==> config.mk <==
export PLATFORM = sky130hd
export DESIGN_NAME = riscv_soft_mem_arbiter
export DESIGN_NICKNAME = d
export VERILOG_FILES = /design/src/rtl/riscv_soft_mem_arbiter_pkg.sv /design/src/rtl/riscv_soft_id_fifo.sv /design/src/rtl/riscv_soft_mem_arbiter.sv
export SDC_FILE = /design/constraint.sdc
export NUM_CORES = 1
export LEC_CHECK = 0
export CORE_AREA = 5 5 144 146
export CTS_CLUSTER_DIAMETER = 100
export DETAILED_ROUTE_END_ITERATION = 10
export DIE_AREA = 0 0 149 151
export PLACE_DENSITY = 0.78
export SETUP_SLACK_MARGIN = 0.4
export SLEW_MARGIN = 0
export SYNTH_ARGS = -nofsm -noshare
export SYNTH_HDL_FRONTEND = slang
export SYNTH_SLANG_ARGS = --single-unit
==> constraint.sdc <==
create_clock -name clk -period 4.46 [get_ports clk]
set_clock_uncertainty 0.05 [all_clocks]
set_input_delay 0.669 -clock clk [delete_from_list [all_inputs] [get_ports clk]]
set_output_delay 0.669 -clock clk [all_outputs]
set_load 0.01 [all_outputs]
==> src/rtl/riscv_soft_mem_arbiter_pkg.sv <==
// Shared constants and helpers for the tile memory arbiter.
// Requester IDs, memory op encodings and round-robin helper.
package riscv_soft_mem_arbiter_pkg;

    localparam logic [1:0] MEM_OP_READ  = 2'd0;
    localparam logic [1:0] MEM_OP_WRITE = 2'd1;
    localparam logic [2:0] MEM_TYPE_W   = 3'd2;

    typedef logic [1:0] arb_id_t;

    localparam arb_id_t ARB_ID_FETCH = 2'd0;
    localparam arb_id_t ARB_ID_DATA  = 2'd1;
    localparam arb_id_t ARB_ID_HOST  = 2'd2;

    // Next requester in round-robin order, wrapping host back to fetch.
    function automatic arb_id_t next_id(arb_id_t id);
        return (id == ARB_ID_HOST) ? ARB_ID_FETCH : arb_id_t'(id + 2'd1);
    endfunction

endpackage

==> src/rtl/riscv_soft_id_fifo.sv <==
// Small requester-ID FIFO for in-order response routing.
// Push and pop may happen in the same cycle.
module riscv_soft_id_fifo #(
    parameter int AW = 1,
    parameter int W  = 2
) (
    input  logic         clk,
    input  logic         reset,
    input  logic         push,
    input  logic [W-1:0] push_data,
    input  logic         pop,
    output logic [W-1:0] head,
    output logic         empty,
    output logic         full
);

    localparam int DEPTH = 1 << AW;

    logic [W-1:0]  mem [DEPTH];
    logic [AW-1:0] wr_ptr;
    logic [AW-1:0] rd_ptr;
    logic [AW:0]   count;
    logic          do_push;
    logic          do_pop;

    assign empty   = (count == '0);
    assign full    = (count == (AW+1)'(DEPTH));
    assign do_pop  = pop && !empty;
    assign do_push = push && (!full || do_pop);
    assign head    = mem[rd_ptr];

    // Pointer and occupancy bookkeeping
    always_ff @(posedge clk) begin
        if (reset) begin
            wr_ptr <= '0;
            rd_ptr <= '0;
            count  <= '0;
        end else begin
            if (do_push) wr_ptr <= wr_ptr + AW'(1);
            if (do_pop)  rd_ptr <= rd_ptr + AW'(1);
            unique case ({do_push, do_pop})
                2'b10:   count <= count + (AW+1)'(1);
                2'b01:   count <= count - (AW+1)'(1);
                default: count <= count;
            endcase
        end
    end

    // Entry storage, no reset needed since empty guards reads
    always_ff @(posedge clk) begin
        if (do_push) mem[wr_ptr] <= push_data;
    end

endmodule

==> src/rtl/riscv_soft_mem_arbiter.sv <==
// Round-robin arbiter sharing one memory port among fetch, data, host.
// Responses return in order, routed back through an ID FIFO.
module riscv_soft_mem_arbiter
    import riscv_soft_mem_arbiter_pkg::*;
#(
    parameter int XPR_LEN      = 32,
    parameter int MAX_INFLIGHT = 2,
    parameter int ID_FIFO_AW   = 1
) (
    input  logic               clk,
    input  logic               reset,
    output logic               i_fetch_req_ready,
    input  logic               i_fetch_req_valid,
    input  logic [XPR_LEN-1:0] i_fetch_req_addr,
    output logic               i_fetch_resp_valid,
    output logic [XPR_LEN-1:0] i_fetch_resp_data,
    output logic               data_req_ready,
    input  logic               data_req_valid,
    input  logic [1:0]         data_req_op,
    input  logic [2:0]         data_req_op_type,
    input  logic [XPR_LEN-1:0] data_req_addr,
    input  logic [XPR_LEN-1:0] data_req_data,
    output logic               data_resp_valid,
    output logic [XPR_LEN-1:0] data_resp_data,
    output logic               host_req_ready,
    input  logic               host_req_valid,
    input  logic [1:0]         host_req_op,
    input  logic [2:0]         host_req_op_type,
    input  logic [XPR_LEN-1:0] host_req_addr,
    input  logic [XPR_LEN-1:0] host_req_data,
    output logic               host_resp_valid,
    output logic [XPR_LEN-1:0] host_resp_data,
    input  logic               mem_req_ready,
    output logic               mem_req_valid,
    output logic [1:0]         mem_req_op,
    output logic [2:0]         mem_req_op_type,
    output logic [XPR_LEN-1:0] mem_req_addr,
    output logic [XPR_LEN-1:0] mem_req_data,
    input  logic               mem_resp_valid,
    input  logic [XPR_LEN-1:0] mem_resp_data,
    output logic               orphan_resp_err
);

    localparam int CW = $clog2(MAX_INFLIGHT + 1);
    localparam logic [CW-1:0] CNT_MAX = CW'(MAX_INFLIGHT);

    arb_id_t       last_grant;
    arb_id_t       grant;
    arb_id_t       c0;
    arb_id_t       c1;
    arb_id_t       c2;
    arb_id_t       fifo_head;
    logic [3:0]    valid_vec;
    logic          any_valid;
    logic          stall;
    logic          accept;
    logic          resp_pop;
    logic          fifo_empty;
    logic          fifo_full;
    logic [CW-1:0] inflight_cnt;

    assign c0        = next_id(last_grant);
    assign c1        = next_id(c0);
    assign c2        = next_id(c1);
    assign valid_vec = {1'b0, host_req_valid, data_req_valid, i_fetch_req_valid};
    assign any_valid = |valid_vec;
    assign stall     = (inflight_cnt == CNT_MAX);

    // Round-robin search starting just after the last accepted requester
    always_comb begin
        grant = c0;
        if (valid_vec[c0])      grant = c0;
        else if (valid_vec[c1]) grant = c1;
        else if (valid_vec[c2]) grant = c2;
    end

    assign mem_req_valid = any_valid && !stall && !fifo_full;
    assign accept        = mem_req_valid && mem_req_ready;
    assign resp_pop      = mem_resp_valid && !fifo_empty;

    assign i_fetch_req_ready = mem_req_valid && mem_req_ready && (grant == ARB_ID_FETCH);
    assign data_req_ready    = mem_req_valid && mem_req_ready && (grant == ARB_ID_DATA);
    assign host_req_ready    = mem_req_valid && mem_req_ready && (grant == ARB_ID_HOST);

    // Steer the granted requester's fields onto the memory port
    always_comb begin
        mem_req_op      = MEM_OP_READ;
        mem_req_op_type = MEM_TYPE_W;
        mem_req_addr    = i_fetch_req_addr;
        mem_req_data    = '0;
        unique case (grant)
            ARB_ID_DATA: begin
                mem_req_op      = data_req_op;
                mem_req_op_type = data_req_op_type;
                mem_req_addr    = data_req_addr;
                mem_req_data    = data_req_data;
            end
            ARB_ID_HOST: begin
                mem_req_op      = host_req_op;
                mem_req_op_type = host_req_op_type;
                mem_req_addr    = host_req_addr;
                mem_req_data    = host_req_data;
            end
            default: ;
        endcase
    end

    riscv_soft_id_fifo #(
        .AW (ID_FIFO_AW),
        .W  (2)
    ) u_id_fifo (
        .clk       (clk),
        .reset     (reset),
        .push      (accept),
        .push_data (grant),
        .pop       (resp_pop),
        .head      (fifo_head),
        .empty     (fifo_empty),
        .full      (fifo_full)
    );

    // Arbitration pointer and outstanding-request count
    always_ff @(posedge clk) begin
        if (reset) begin
            last_grant   <= ARB_ID_HOST;
            inflight_cnt <= '0;
        end else begin
            if (accept) last_grant <= grant;
            unique case ({accept, resp_pop})
                2'b10:   inflight_cnt <= inflight_cnt + CW'(1);
                2'b01:   inflight_cnt <= inflight_cnt - CW'(1);
                default: inflight_cnt <= inflight_cnt;
            endcase
        end
    end

    // Register the response toward its owner and flag orphan responses
    always_ff @(posedge clk) begin
        if (reset) begin
            i_fetch_resp_valid <= 1'b0;
            data_resp_valid    <= 1'b0;
            host_resp_valid    <= 1'b0;
            i_fetch_resp_data  <= '0;
            data_resp_data     <= '0;
            host_resp_data     <= '0;
            orphan_resp_err    <= 1'b0;
        end else begin
            i_fetch_resp_valid <= 1'b0;
            data_resp_valid    <= 1'b0;
            host_resp_valid    <= 1'b0;
            if (resp_pop) begin
                unique case (fifo_head)
                    ARB_ID_DATA: begin
                        data_resp_valid <= 1'b1;
                        data_resp_data  <= mem_resp_data;
                    end
                    ARB_ID_HOST: begin
                        host_resp_valid <= 1'b1;
                        host_resp_data  <= mem_resp_data;
                    end
                    default: begin
                        i_fetch_resp_valid <= 1'b1;
                        i_fetch_resp_data  <= mem_resp_data;
                    end
                endcase
            end
            if (mem_resp_valid && fifo_empty) orphan_resp_err <= 1'b1;
        end
    end

endmodule

Word level (Yosys, flattened, before mapping)
Memory sizes are Yosys's and may differ from the RTL's. A register that Yosys moved wholly into a read port is not among the register bits. Index checks and enable logic that the tools add are counted.

$add $sub $neg: 9. Multiply operators: 0. Divide/modulo/power cells: 0. $lt $le $gt $ge: 3. Eq/ne operators: 13. Shift-type cells: 0. Mux-type cells: 25. Bitwise operators: 2. Reductions and logical operators: 24.

Operator list (number): 32-bit one-hot mux with 2 select lines (2); 2-bit equality test (second input constant) (9); 2-bit 2-to-1 mux (6); 2-bit one-hot mux with 2 select lines (3); 2-bit by 1-bit adder with 2-bit output (second input constant) (5); 1-bit logical AND (10); 1-bit 2-to-1 mux (10); 2-bit by 3-bit < comparator with 1-bit output (second input constant) (3); 2-bit by 1-bit equality test with 1-bit output (second input constant) (4); 1-bit binary-select mux with 2-bit select (3); 3-bit one-hot mux with 2 select lines (1); 2-bit AND reduction (3); 2-bit zero test (2); 2-bit nonzero test (2); 2-bit OR reduction (2); 2-bit by 1-bit subtractor with 2-bit output (second input constant) (2); 1-bit zero test (3); 3-bit OR reduction (1); 1-bit adder (second input constant) (2); 1-bit NOT (2); 1-bit logical OR (1).

Bits in registers: 108. Bits in latches: 0. Bits in writable memories: 4. Memory bits (read-only): 0. Output and inout bits: 173. Word-level logic and storage cells: 89. Memories: 1.

Memory list: u_id_fifo.mem (words 2, width 2, read ports 1, clocked after memory_dff 1, write ports 1, RTL line riscv_soft_id_fifo.sv:19) `logic [W-1:0] mem [DEPTH];`.

Depth between registers and ports, before layout
Gate-level depths: netlist (run 1).

Depth after elaboration: 13. Mapped depth: 8. Mapped depth without buffers: 7.

Cells and area by module
From an unflattened synthesis (run 1), not the netlist that was laid out.

Cell total of the unflattened synthesis: 708. Area, all modules: 5317.6 µm².

By module, submodules not included: riscv_soft_mem_arbiter (instances 1, cells each 676, area an instance 4948.5 µm²); riscv_soft_id_fifo (instances 1, cells each 32, area an instance 369.1 µm²).

Worst setup path after synthesis (run 1)
OpenSTA, ideal clock, no wires.

Path type: input -> output. From: in host_req_valid. To: out mem_req_addr[0]. Arrival: 2.269 ns. Path slack: 1.472 ns. Cell stages on the path: 7. Path buffers: 2. Path through: o21bai_1 > a311oi_1 > ha_1 > clkbuf_1 > clkbuf_1 > a22oi_1 > a21oi_1.

Cells in the longest elaborated chain, start to end: 7. Elaborated cells on any way between the ends: 12. Those cells by class: 2 x eq/ne; 10 x mux.

RTL lines: from (decl) (RTL line riscv_soft_mem_arbiter.sv:26) `input logic host_req_valid,`; 1-bit binary-select mux with 2-bit select (RTL line riscv_soft_mem_arbiter.sv:74) `else if (valid_vec[c2]) grant = c2;`; 1-bit 2-to-1 mux (not written as such) (RTL line riscv_soft_mem_arbiter.sv:74); 2-bit 2-to-1 mux (RTL line riscv_soft_mem_arbiter.sv:74); 2-bit 2-to-1 mux (RTL line riscv_soft_mem_arbiter.sv:73) `else if (valid_vec[c1]) grant = c1;`; 2-bit 2-to-1 mux (*) (RTL line riscv_soft_mem_arbiter.sv:72) `if (valid_vec[c0]) grant = c0;`; 2-bit equality test or 2-bit by 1-bit equality test with 1-bit output (tied branches) (RTL line riscv_soft_mem_arbiter.sv:91) `unique case (grant)`; 32-bit one-hot mux with 2 select lines (*) (RTL line riscv_soft_mem_arbiter.sv:91); to (decl) (RTL line riscv_soft_mem_arbiter.sv:37) `output logic [XPR_LEN-1:0] mem_req_addr,`.

Every way passes the cells marked *; elsewhere a longest branch is shown, timed or not. The select of a mux whose other input is x is not followed.

Worst setup path after layout (run 1)
From: in host_req_valid. To: out mem_req_addr[16].

Cells in the longest elaborated chain, start to end: 7. Elaborated cells on any way between the ends: 12. Those cells by class: 2 x eq/ne; 10 x mux.

RTL lines: 1-bit binary-select mux with 2-bit select (RTL line riscv_soft_mem_arbiter.sv:74); 1-bit 2-to-1 mux (not written as such) (RTL line riscv_soft_mem_arbiter.sv:74); 2-bit 2-to-1 mux (RTL line riscv_soft_mem_arbiter.sv:74); 2-bit 2-to-1 mux (RTL line riscv_soft_mem_arbiter.sv:73); 2-bit 2-to-1 mux (*) (RTL line riscv_soft_mem_arbiter.sv:72); named net grant[1] (RTL line riscv_soft_mem_arbiter.sv:48) `arb_id_t grant;`; 2-bit equality test or 2-bit by 1-bit equality test with 1-bit output (tied branches) (RTL line riscv_soft_mem_arbiter.sv:91); 32-bit one-hot mux with 2 select lines (*) (RTL line riscv_soft_mem_arbiter.sv:91).

The timed path passes the listed nets; every way through them passes the cells marked *. The select of a mux whose other input is x is not followed.

==> load_flow_metrics.sql, run 1 <==
INSERT INTO impl_metrics (metric_group, metric, value, unit) VALUES
('status', 'outcome', 'complete, no violations', ''),
('timing', 'fin_hold_ws', '0.401', 'ns'),
('floorplan', 'floorplan.die_area', '22500', 'um^2'),
('floorplan', 'die_y', '151', 'um'),
('routing', 'total_number_of_vias', '6448', ''),
('critical_path', 'cpPeakStageDelay', '0.51', 'ns'),
('final_layout', 'finalCoreUtilization', '0.527', ''),
('critical_path', 'crit_path_max_fanout', '13', ''),
('power_and_ir_drop', 'leakage', '3.59', 'nW'),
('logic_synthesis', 'mappedNetlistArea', '5340', 'um^2'),
('global_routing', 'grt_remaining_overflow', '0', ''),
('power_and_ir_drop', 'ir_drop', '0.000217', 'V'),
('timing', 'layout_setup_ws', '0.727', 'ns'),
('timing', 'final.period_utilization', '0.837', ''),
('routing', 'totalWireLength', '26900', 'um'),
('final_layout', 'total_of_fill_cells_in_the_finished_design', '1792', ''),
('critical_path', 'timing.critical_path.from_type', 'input port', ''),
('logic_synthesis', 'synth.avg_cell_area', '7.56', 'um^2'),
('logic_synthesis', 'yosysWarningCount', '0', ''),
('placed_design', 'numPlacedInstances', '1314', ''),
('final_layout', 'multiInputGateArea', '2830', 'um^2'),
('clocking', 'numCtsBuffers', '17', ''),
('routing', 'drt_iter0_drc', '320', ''),
('critical_path', 'crit_slowest_cell', 'clkdlybuf4s50_1', ''),
('logic_synthesis', 'netlist_instances', '706', ''),
('critical_path', 'worstSetupPathType', 'in2out', ''),
('global_routing', 'grt_usage', '0.228', ''),
('clocking', 'cts_max_level', '4', ''),
('timing', 'tightestPinTransition', '0.869', 'ns'),
('logic_synthesis', 'seq_area_frac_synth', '0.431', ''),
('clocking', 'clkSinkCount', '113', ''),
('clocking', 'latest_clock_arrival_within_the_worst_skew_pair', '0.41', 'ns'),
('floorplan', 'die_w', '149', 'um'),
('clocking', 'clock_path_buffers', '2', ''),
('final_layout', 'syn_to_final_growth', '90.2', '%'),
('critical_path', 'timing.critical_path.required', '3.74', 'ns'),
('placed_design', 'numPortBuffers', '381', ''),
('critical_path', 'cp_data_arrival_time', '3.01', 'ns'),
('floorplan', 'design.core.area', '19300', 'um^2'),
('placed_design', 'place_hpwl', '21400', 'um'),
('final_layout', 'layout.cells.non_filler', '1352', ''),
('routing', 'drt-wirelength-per-cell', '19.9', 'um'),
('final_layout', 'layout.nets', '1288', ''),
('global_routing', 'grt_max_degree', '65', ''),
('timing', 'rsz_0062_raised_after_global_routing', 'false', ''),
('final_layout', 'design_area', '10200', 'um^2'),
('logic_synthesis', 'ys_ff_latch', '113', ''),
('logic_synthesis', 'ys_types', '36', ''),
('critical_path', 'depth_of_the_worst_register_to_register_path', '7', ''),
('routing', 'firstDrtPassIters', '5', ''),
('placed_design', 'pre_cts_slack', '0.211', 'ns'),
('clocking', 'tritoncts', 'done', ''),
('critical_path', 'setup.worst_path.end_class', 'output port', ''),
('timing', 'report.final.setup_viol', '0', ''),
('floorplan', 'core.rowCount', '51', ''),
('min_path', 'min_from', 'host_resp_data[9]', ''),
('floorplan', 'initial_core_util', '0.277', ''),
('placed_design', 'placedInstanceArea', '9430', 'um^2'),
('floorplan', 'design.portCount', '382', ''),
('min_path', 'hold_path_depth', '2', ''),
('routing', 'vias_per_cell', '4.77', ''),
('timing', 'timing_max_transition_violations_final', '0', ''),
('routing', 'ant_nets', '0', ''),
('logic_synthesis', 'postSynthNetCount', '922', ''),
('critical_path', 'crit_path_cell_trace', 'dlymetal6s2s_1 > o21bai_1 > a311oi_1 > buf_4 > inv_1 > ha_4 > buf_6 > a22oi_1 > a21oi_1 > clkdlybuf4s50_1', ''),
('placed_design', 'gp_routability_congestion', '0.872', ''),
('clocking', 'cts.root.buffer_cell', 'clkbuf_16', ''),
('timing', 'layout_min_cycle_time', '3.73', 'ns'),
('final_layout', 'seq_area', '2300', 'um^2'),
('global_routing', 'antenna_found_initial', '4', ''),
('timing', 'maxSlewHeadroom', '0.421', ''),
('power_and_ir_drop', 'design_power_total', '4.65', 'mW'),
('min_path', 'min_delay_path_class', 'reg2reg', ''),
('clocking', 'clk_pin_slew_worst_paths', '0.05', 'ns'),
('power_and_ir_drop', 'pwr_density_cell', '458', 'nW/um^2'),
('timing', 'setup_tns', '0', 'ns'),
('routing', 'remaining_drc_errors', '0', ''),
('global_routing', 'global_route_wire_length_before_repair', '38300', 'um'),
('timing', 'number_of_hold_slack_violations_in_the_final_timing_report', '0', ''),
('flow_run', 'drv_cap', '0', ''),
('final_layout', 'post_route_cells_drive_above_1_share', '0.0774', ''),
('global_routing', 'grt_pass1_vias', '6338', ''),
('timing', 'fmaxAchievable', '268', 'MHz'),
('critical_path', 'startpoint', 'host_req_valid', '');
[layout make-up]
class | count | share of cell area
Sequential cell | 113 | 0.227
Clock inverter | 11 | 0.0101
Timing Repair Buffer | 408 | 0.402
Clock buffer | 21 | 0.0465
Multi-Input combinational cell | 524 | 0.279
Tap cell | 265 | 0.0327
Antenna cell | 2 | 0.000493
Inverter | 8 | 0.00296
[routing by layer]
layer / up-vias / GRT usage / wire length, um
li1: 3139 / - / -
met2: 311 / 0.422 / 14100
met3: 36 / 0.0751 / 2410
met4: 6 / 0.0604 / 516
met1: 2956 / 0.251 / 9820
met5: - / 0 / 34
[critical path, delay by kind of cell]
kind            cells  cell delay (ns)
buf+inv             5             1.14
compound gates      4             0.95
fa+ha+maj           1             0.23
[path summary, 6_finish.rpt]
check / slack (ns) / endpoint
worst max-delay path: 0.73 / mem_req_addr[16]
worst max register to register: 2.03 / i_fetch_resp_data[18]
worst min register to register: 0.40 / host_resp_data[9]
worst min-delay path: 0.40 / host_resp_data[9]
[sequential cells by signal, indices dropped and copies added (netlist names), named ones only]
name                count
data_resp_data         32
host_resp_data         32
i_fetch_resp_data      32
u_id_fifo.mem           4
inflight_cnt            2
last_grant              2
u_id_fifo.count         2
data_resp_valid         1
host_resp_valid         1
i_fetch_resp_valid      1
orphan_resp_err         1
u_id_fifo.rd_ptr        1
u_id_fifo.wr_ptr        1
[cell usage in the layout, fill, tap and decap left out, types with 4 or more instances in the layout]
cell type	netlist	layout
a22oi_2	0	8
buf_4	0	23
edfxtp_1	4	4
nor2_1	44	44
nor2b_1	38	38
dlymetal6s2s_1	0	5
clkbuf_16	0	18
ha_1	7	4
a22oi_1	69	61
nand2_1	193	193
inv_1	8	8
clkdlybuf4s50_1	0	373
dfxtp_1	109	109
and2_2	4	4
a21oi_1	131	131
[cell usage after synthesis, drive strengths merged]
master | count | share of area
nand2 | 193 | 0.14
a21oi | 131 | 0.12
dfxtp | 109 | 0.41
a22oi | 69 | 0.097
nor2 | 44 | 0.031
clkbuf | 42 | 0.030
nor2b | 38 | 0.045
buf | 19 | 0.019
inv | 8 | 0.0056
ha | 7 | 0.016
and2 | 4 | 0.0056
edfxtp | 4 | 0.023
nand2b | 3 | 0.0035
o211a | 3 | 0.0056
o211ai | 3 | 0.0061
or3 | 3 | 0.0045
xnor2 | 3 | 0.0049
a211oi | 2 | 0.0038
a311oi | 2 | 0.0033
and4 | 2 | 0.0040
mux2i | 2 | 0.0038
nor3b | 2 | 0.0028
o21a | 2 | 0.0028
o21ai | 2 | 0.0019
o21bai | 2 | 0.0028
xor2 | 2 | 0.0033
a32oi | 1 | 0.0016
a41oi | 1 | 0.0016
and3 | 1 | 0.0014
mux2 | 1 | 0.0028
nor3 | 1 | 0.00094
[where the power goes]
group / total (mW) / internal [mW] / leakage (nW) / switching, mW
Clock: 1.28 / 0.814 / 0.275 / 0.465
Combinational: 2.12 / 1.08 / 2.40 / 1.05
Sequential: 1.24 / 1.15 / 0.921 / 0.0914
Total: 4.65 / 3.04 / 3.59 / 1.60
[repair_timing]
action,4_1_cts,5_1_grt
hold buffers,0,0
pin swaps,1,4
buffers inserted,2,2
gates resized for setup,8,10
endpoints found under the setup margin,62,66
gates cloned,0,0
[cells by family after synthesis]
kind of cell | count (synthesis) | share of synthesized area
AND/OR/NAND/NOR | 291 | 0.234
AO/OA/AOI/OAI | 218 | 0.249
flip-flops | 113 | 0.431
buffers and inverters | 69 | 0.0541
adder cells (fa/ha/maj) | 7 | 0.0164
XOR/XNOR | 5 | 0.00821
multiplexers | 3 | 0.00656
No activity file was read; power rests on OpenSTA's default activity.
==> run 2, diff against run 1 <==
--- a/config.mk
+++ b/config.mk
@@ -5,11 +5,11 @@
 export SDC_FILE = /design/constraint.sdc
 export NUM_CORES = 1
 export LEC_CHECK = 0
-export CORE_AREA = 5 5 144 146
+export CORE_AREA = 5 5 145 147
 export CTS_CLUSTER_DIAMETER = 100
 export DETAILED_ROUTE_END_ITERATION = 10
-export DIE_AREA = 0 0 149 151
-export PLACE_DENSITY = 0.78
+export DIE_AREA = 0 0 150 152
+export PLACE_DENSITY = 0.77
 export SETUP_SLACK_MARGIN = 0.4
 export SLEW_MARGIN = 0
 export SYNTH_ARGS = -nofsm -noshare
==> constraint.sdc (replaced) <==
create_clock -name clk -period 3.88 [get_ports clk]
set_clock_uncertainty 0.05 [all_clocks]
set_input_delay 0.582 -clock clk [delete_from_list [all_inputs] [get_ports clk]]
set_output_delay 0.582 -clock clk [all_outputs]
set_load 0.01 [all_outputs]
==> run 2 against run 1 <==
- register-to-register slack worse by 0.37 ns
- non-clock buffer count rose by 13
- first-iteration DRC count stayed put
- total power rose by 16%
- final cell count increased by 1.3%
- critical path depth is 1 higher
- via count rose by 0.47%
- sequential share of layout area shrank 0.39 points
- sequential power is 15% higher
- utilization shrank 0.46 points
- clock power increased by 24%
- combinational power increased by 12%
- critical path type unchanged
- critical endpoint is now mem_req_addr[21]
==> load_flow_metrics.sql, run 2 (same netlist as run 1, synthesis figures left out) <==
INSERT INTO impl_metrics (metric_group, metric, value, unit) VALUES
('status', 'outcome', 'complete, no violations', ''),
('floorplan', 'design.portCount', '382', ''),
('clocking', 'cts.root.buffer_cell', 'clkbuf_16', ''),
('clocking', 'cts_max_level', '4', ''),
('final_layout', 'design_area', '10300', 'um^2'),
('timing', 'rsz_0062_raised_after_global_routing', 'true', ''),
('power_and_ir_drop', 'pwr_density_cell', '521', 'nW/um^2'),
('routing', 'drt-wirelength-per-cell', '18.9', 'um'),
('final_layout', 'syn_to_final_growth', '93.5', '%'),
('final_layout', 'layout_common_cells', 'clkdlybuf4s50_1, nand2_1, a21oi_1, dfxtp_1, a22oi_1', ''),
('clocking', 'latest_clock_arrival_within_the_worst_skew_pair', '0.40', 'ns'),
('clocking', 'clock_path_buffers', '2', ''),
('final_layout', 'total_of_fill_cells_in_the_finished_design', '1898', ''),
('critical_path', 'timing.critical_path.from_type', 'input port', ''),
('critical_path', 'timing.critical_path.required', '3.25', 'ns'),
('routing', 'firstDrtPassIters', '5', ''),
('final_layout', 'biggestRegsByFlops', 'data_resp_data (32), host_resp_data (32), i_fetch_resp_data (32)', ''),
('final_layout', 'post_route_cells_drive_above_1_share', '0.0974', ''),
('critical_path', 'setup.worst_path.end_class', 'output port', ''),
('timing', 'timing_max_transition_violations_final', '0', ''),
('floorplan', 'design.core.area', '19800', 'um^2'),
('placed_design', 'placedInstanceArea', '9580', 'um^2'),
('floorplan', 'die_w', '150', 'um'),
('routing', 'remaining_drc_errors', '0', ''),
('placed_design', 'numPortBuffers', '381', ''),
('critical_path', 'crit_path_max_fanout', '20', ''),
('final_layout', 'most_common_cell_after_layout_fill_and_taps_aside', 'clkdlybuf4s50_1', ''),
('placed_design', 'gp_routability_congestion', '0.876', ''),
('global_routing', 'grt_pass1_vias', '6562', ''),
('clocking', 'clk_pin_slew_worst_paths', '0.05', 'ns'),
('timing', 'tightestPinTransition', '0.748', 'ns'),
('floorplan', 'core.rowCount', '52', ''),
('timing', 'report.final.setup_viol', '0', ''),
('placed_design', 'place_hpwl', '20300', 'um'),
('min_path', 'min_delay_path_class', 'reg2reg', ''),
('clocking', 'clkSinkCount', '113', ''),
('global_routing', 'grt_remaining_overflow', '0', ''),
('timing', 'number_of_hold_slack_violations_in_the_final_timing_report', '0', ''),
('critical_path', 'cp_data_arrival_time', '2.91', 'ns'),
('flow_run', 'drv_cap', '0', ''),
('clocking', 'post-cts-setup-buffers', '0', ''),
('floorplan', 'initial_core_util', '0.270', ''),
('global_routing', 'antenna_found_initial', '1', ''),
('routing', 'vias_per_cell', '4.73', ''),
('floorplan', 'floorplan.die_area', '22800', 'um^2'),
('timing', 'maxSlewHeadroom', '0.502', ''),
('critical_path', 'worstSetupPathType', 'in2out', ''),
('routing', 'drt_iter0_drc', '320', ''),
('floorplan', 'die_y', '152', 'um'),
('timing', 'layout_min_cycle_time', '3.54', 'ns'),
('power_and_ir_drop', 'ir_drop', '0.000251', 'V'),
('timing', 'fmaxAchievable', '282', 'MHz'),
('routing', 'ant_nets', '0', ''),
('routing', 'total_number_of_vias', '6478', ''),
('clocking', 'tritoncts', 'done', ''),
('timing', 'final.period_utilization', '0.913', ''),
('power_and_ir_drop', 'leakage', '4.09', 'nW'),
('clocking', 'numCtsBuffers', '17', ''),
('global_routing', 'grt_usage', '0.214', ''),
('final_layout', 'layout.nets', '1301', ''),
('clocking', 'cts_hold_buffers', '0', ''),
('global_routing', 'global_route_wire_length_before_repair', '37700', 'um'),
('routing', 'totalWireLength', '25900', 'um'),
('global_routing', 'grt_max_degree', '75', ''),
('final_layout', 'finalCoreUtilization', '0.522', '');
[run 2: cell types whose count changed in the layout (fill, tap and decap cells not counted), sizes merged]
cell | before | now
inv | 10 | 13
clkinv | 5 | 4
dlymetal6s2s | 5 | 20
clkbuf | 21 | 19
diode | 2 | 1
clkinvlp | 3 | 2
bufinv | 1 | 3
buf | 30 | 42
clkdlybuf4s50 | 373 | 309
dlygate4sd2 | 0 | 49
[run 2: area by class of cell]
type,count,area (um^2),area share
Timing Repair Buffer,421,4190,0.405
Multi-Input combinational cell,524,2860,0.277
Antenna cell,1,2.50,0.000242
Tap cell,270,338,0.0327
Clock inverter,14,178,0.0172
Clock buffer,18,429,0.0416
Sequential cell,113,2300,0.223
Inverter,8,30.0,0.00291
[run 2: per-stage QoR]
stage	std cells	hold WS (ns)	setup slack, ns	total power [mW]	TNS, ns
floorplan	706	0.409	1.07	2.52	0
global placement	1335	0.391	0.00924	3.86	0
detailed placement	1335	0.396	-0.0415	3.90	-0.0792
CTS	1367	0.403	0.372	5.42	0
global route	1369	0.420	0.256	5.67	0
finish	1369	0.401	0.338	5.38	0
[run 2: critical path: stages]
cell and delay (ns):
dlygate4sd2_1 0.28, o21bai_1 0.18, a311oi_1 0.29, buf_4 0.20
inv_1 0.08, ha_2 0.20, buf_12 0.16, buf_8 0.16
a22oi_2 0.19, a21oi_1 0.10, clkdlybuf4s50_1 0.48
[run 2: routing by layer]
| layer | track usage | up-vias | wire length, um |
|---|---|---|---|
| met5 | 0 | - | 0 |
| met4 | 0.0950 | 0 | 982 |
| met3 | 0.0667 | 46 | 2270 |
| met2 | 0.384 | 285 | 13400 |
| met1 | 0.227 | 2985 | 9260 |
| li1 | - | 3162 | - |
[run 2: path summary, 6_finish.rpt]
check / startpoint / endpoint / slack [ns] / cells after the start
worst max-delay path: host_req_valid / mem_req_addr[21] / 0.34 / 11
worst min-delay path: host_resp_data[31] / host_resp_data[31] / 0.40 / 2
worst max register to register: u_id_fifo.count[0] / inflight_cnt[1] / 1.66 / 6
worst min register to register: host_resp_data[31] / host_resp_data[31] / 0.40 / 2
[run 2: report_power, final]
group          internal, mW  switching, mW
Clock                  1.02          0.569
Combinational          1.17           1.20
Sequential             1.32          0.104
[run 2: what timing repair did]
item | CTS | global route
gates cloned | 0 | 1
setup endpoints to repair | 69 | 23
pin swaps | 5 | 1
resized for setup | 69 | 25
==> run 3, diff against run 2 <==
--- a/config.mk
+++ b/config.mk
@@ -5,10 +5,11 @@
 export SDC_FILE = /design/constraint.sdc
 export NUM_CORES = 1
 export LEC_CHECK = 0
-export CORE_AREA = 5 5 145 147
+export CORE_AREA = 4 4 144 146
 export CTS_CLUSTER_DIAMETER = 100
 export DETAILED_ROUTE_END_ITERATION = 10
-export DIE_AREA = 0 0 150 152
+export DIE_AREA = 0 0 148 150
+export GPL_ROUTABILITY_DRIVEN = 0
 export PLACE_DENSITY = 0.77
 export SETUP_SLACK_MARGIN = 0.4
 export SLEW_MARGIN = 0
==> run 3 against run 2 <==
- design area is 0.40% lower
- register-to-register slack worse by 0.06 ns
- largest power group unchanged
- via count about the same
- critical endpoint is now mem_req_data[16]
- clock-buffer cell count is 6 higher
- critical path type unchanged
- global-route usage shrank 0.21 points
- die area decreased by 2.6%
- worst setup slack better by 0.063 ns
==> load_flow_metrics.sql, run 3 (same netlist as run 1, synthesis figures left out) <==
INSERT INTO impl_metrics (metric_group, metric, value, unit) VALUES
('status', 'outcome', 'complete, no violations', ''),
('placed_design', 'place_hpwl', '19200', 'um'),
('global_routing', 'grt_usage', '0.212', ''),
('timing', 'final.period_utilization', '0.897', ''),
('placed_design', 'numPlacedInstances', '1327', ''),
('floorplan', 'core.rowCount', '51', ''),
('timing', 'number_of_hold_slack_violations_in_the_final_timing_report', '0', ''),
('timing', 'report.final.setup_viol', '0', ''),
('clocking', 'clk_pin_slew_worst_paths', '0.05', 'ns'),
('floorplan', 'initial_core_util', '0.275', ''),
('min_path', 'worstHoldEndpoint', 'host_resp_data[12]', ''),
('clocking', 'cts_max_level', '4', ''),
('floorplan', 'floorplan.die_area', '22200', 'um^2'),
('final_layout', 'layout_common_cells', 'clkdlybuf4s50_1, nand2_1, a21oi_1, dfxtp_1, a22oi_1', ''),
('floorplan', 'design.core.area', '19400', 'um^2'),
('timing', 'timing_max_transition_violations_final', '0', ''),
('critical_path', 'depth_of_the_worst_register_to_register_path', '6', ''),
('power_and_ir_drop', 'pwr_density_cell', '513', 'nW/um^2'),
('timing', 'layout_setup_ws', '0.401', 'ns'),
('clocking', 'clock_path_buffers', '2', ''),
('routing', 'totalWireLength', '24800', 'um'),
('routing', 'firstDrtPassIters', '5', ''),
('placed_design', 'placedInstanceArea', '9570', 'um^2'),
('routing', 'total_number_of_vias', '6473', ''),
('floorplan', 'die_y', '150', 'um'),
('timing', 'maxSlewHeadroom', '0.512', ''),
('final_layout', 'post_route_cells_drive_above_1_share', '0.0847', ''),
('critical_path', 'timing.critical_path.required', '3.25', 'ns'),
('critical_path', 'timing.critical_path.from_type', 'input port', ''),
('clocking', 'clkSinkCount', '113', ''),
('floorplan', 'design.portCount', '382', ''),
('final_layout', 'design_area', '10300', 'um^2'),
('clocking', 'numCtsBuffers', '17', ''),
('final_layout', 'total_of_fill_cells_in_the_finished_design', '1847', ''),
('clocking', 'cts.root.buffer_cell', 'clkbuf_16', ''),
('critical_path', 'timing.rr.end', 'inflight_cnt[1]', ''),
('min_path', 'hold_path_depth', '2', ''),
('clocking', 'tritoncts', 'done', ''),
('flow_run', 'drv_cap', '0', ''),
('global_routing', 'grt_remaining_overflow', '0', ''),
('final_layout', 'layout.cells.non_filler', '1363', ''),
('final_layout', 'most_common_cell_after_layout_fill_and_taps_aside', 'clkdlybuf4s50_1', ''),
('power_and_ir_drop', 'ir_drop', '0.000217', 'V'),
('routing', 'drt_iter0_drc', '283', ''),
('global_routing', 'global_route_wire_length_before_repair', '36200', 'um'),
('min_path', 'min_from', 'host_resp_data[12]', ''),
('critical_path', 'worstSetupPathType', 'in2out', ''),
('min_path', 'min_delay_path_class', 'reg2reg', ''),
('critical_path', 'crit_path_max_fanout', '36', ''),
('floorplan', 'die_w', '148', 'um'),
('routing', 'drt-wirelength-per-cell', '18.2', 'um'),
('placed_design', 'numPortBuffers', '381', ''),
('timing', 'setup_tns', '0', 'ns'),
('global_routing', 'antenna_found_initial', '0', ''),
('global_routing', 'grt_max_degree', '63', ''),
('critical_path', 'worstReg2RegStart', 'u_id_fifo.count[0]', ''),
('final_layout', 'biggestRegsByFlops', 'data_resp_data (32), host_resp_data (32), i_fetch_resp_data (32)', ''),
('final_layout', 'antenna-diode-count', '0', ''),
('routing', 'vias_per_cell', '4.75', ''),
('routing', 'ant_nets', '0', ''),
('final_layout', 'syn_to_final_growth', '92.7', '%'),
('global_routing', 'grt_pass1_vias', '6285', ''),
('placed_design', 'pre_cts_slack', '0.0158', 'ns'),
('timing', 'fmaxAchievable', '287', 'MHz'),
('final_layout', 'layout.nets', '1301', ''),
('timing', 'layout_min_cycle_time', '3.48', 'ns'),
('critical_path', 'regToRegSetupSlack', '1.60', 'ns'),
('critical_path', 'cp_data_arrival_time', '2.85', 'ns'),
('critical_path', 'setup.worst_path.end_class', 'output port', ''),
('routing', 'remaining_drc_errors', '0', ''),
('timing', 'tightestPinTransition', '0.730', 'ns'),
('timing', 'rsz_0062_raised_after_global_routing', 'true', ''),
('power_and_ir_drop', 'leakage', '4.08', 'nW'),
('clocking', 'latest_clock_arrival_within_the_worst_skew_pair', '0.41', 'ns');
-- run 3: cell types whose count changed in the layout (fill, tap and decap cells not counted), moves of 2 or more --
cell	before	now
bufinv_16	3	0
clkinv_2	1	5
clkinv_4	3	0
buf_12	4	7
clkdlybuf4s50_1	309	323
buf_6	4	1
clkbuf_8	0	2
a22oi_2	17	5
clkbuf_16	18	20
a22oi_1	52	64
dlymetal6s2s_1	20	28
clkbuf_1	1	3
dlygate4sd2_1	49	27
inv_6	4	1
-- run 3: layout make-up --
cell class,count,area (um^2),share of cell area
clock inverter,8,48.8,0.00474
sequential,113,2300,0.224
tap,265,332,0.0322
timing repair buffer,421,4250,0.414
multi-input combinational,524,2810,0.273
clock buffer,24,514,0.0500
inverter,8,30.0,0.00292
-- run 3: worst max path at each step --
| stage | start | cells past startpoint | end | slack (ns) |
|---|---|---|---|---|
| after floorplan | host_req_valid | 7 | mem_req_addr[0] | 1.07 |
| after global placement | i_fetch_req_valid | 9 | mem_req_addr[15] | 0.05 |
| after detailed placement | host_req_valid | 9 | mem_req_addr[0] | 0.02 |
| after CTS | host_req_valid | 10 | mem_req_op[0] | 0.40 |
| after global routing | host_req_valid | 10 | mem_req_data[0] | 0.30 |
| final | host_req_valid | 10 | mem_req_data[16] | 0.40 |
-- run 3: timing repair --
action,in CTS,in global routing
setup buffers,1,2
endpoints found under the setup margin,69,47
hold buffers,0,0
pin swaps,0,2
cloned,0,1
gates resized for setup,32,35
-- run 3: worst max-delay path, stage by stage --
cell,delay (ns)
dlygate4sd2_1,0.29
o21bai_1,0.18
a311oi_1,0.27
buf_4,0.19
inv_1,0.07
ha_2,0.21
buf_12,0.18
a22oi_1,0.29
nor2b_1,0.09
clkdlybuf4s50_1,0.49
-- run 3: report_power, final --
| group | internal [mW] | switching, mW |
|---|---|---|
| Clock | 0.921 | 0.520 |
| Sequential | 1.33 | 0.106 |
| Combinational | 1.21 | 1.20 |
| Total | 3.45 | 1.83 |
-- run 3: layer usage --
layer / part of all wire / vias up / routed length (um) / track usage
met4: 0.028 / 0 / 699 / 0.0730
li1: - / 3167 / - / -
met3: 0.077 / 37 / 1910 / 0.0645
met5: 0 / - / 0 / 0
met1: 0.38 / 2977 / 9420 / 0.237
met2: 0.52 / 292 / 12800 / 0.382
-- run 3: stage by stage --
step                       util  power, mW  hold WS [ns]
after floorplan               -       2.52         0.409
after global placement    0.493       3.88         0.391
after detailed placement  0.493       3.91         0.396
after CTS                 0.522       5.31         0.403
after global routing      0.530       5.56         0.416
final                     0.530       5.28         0.400
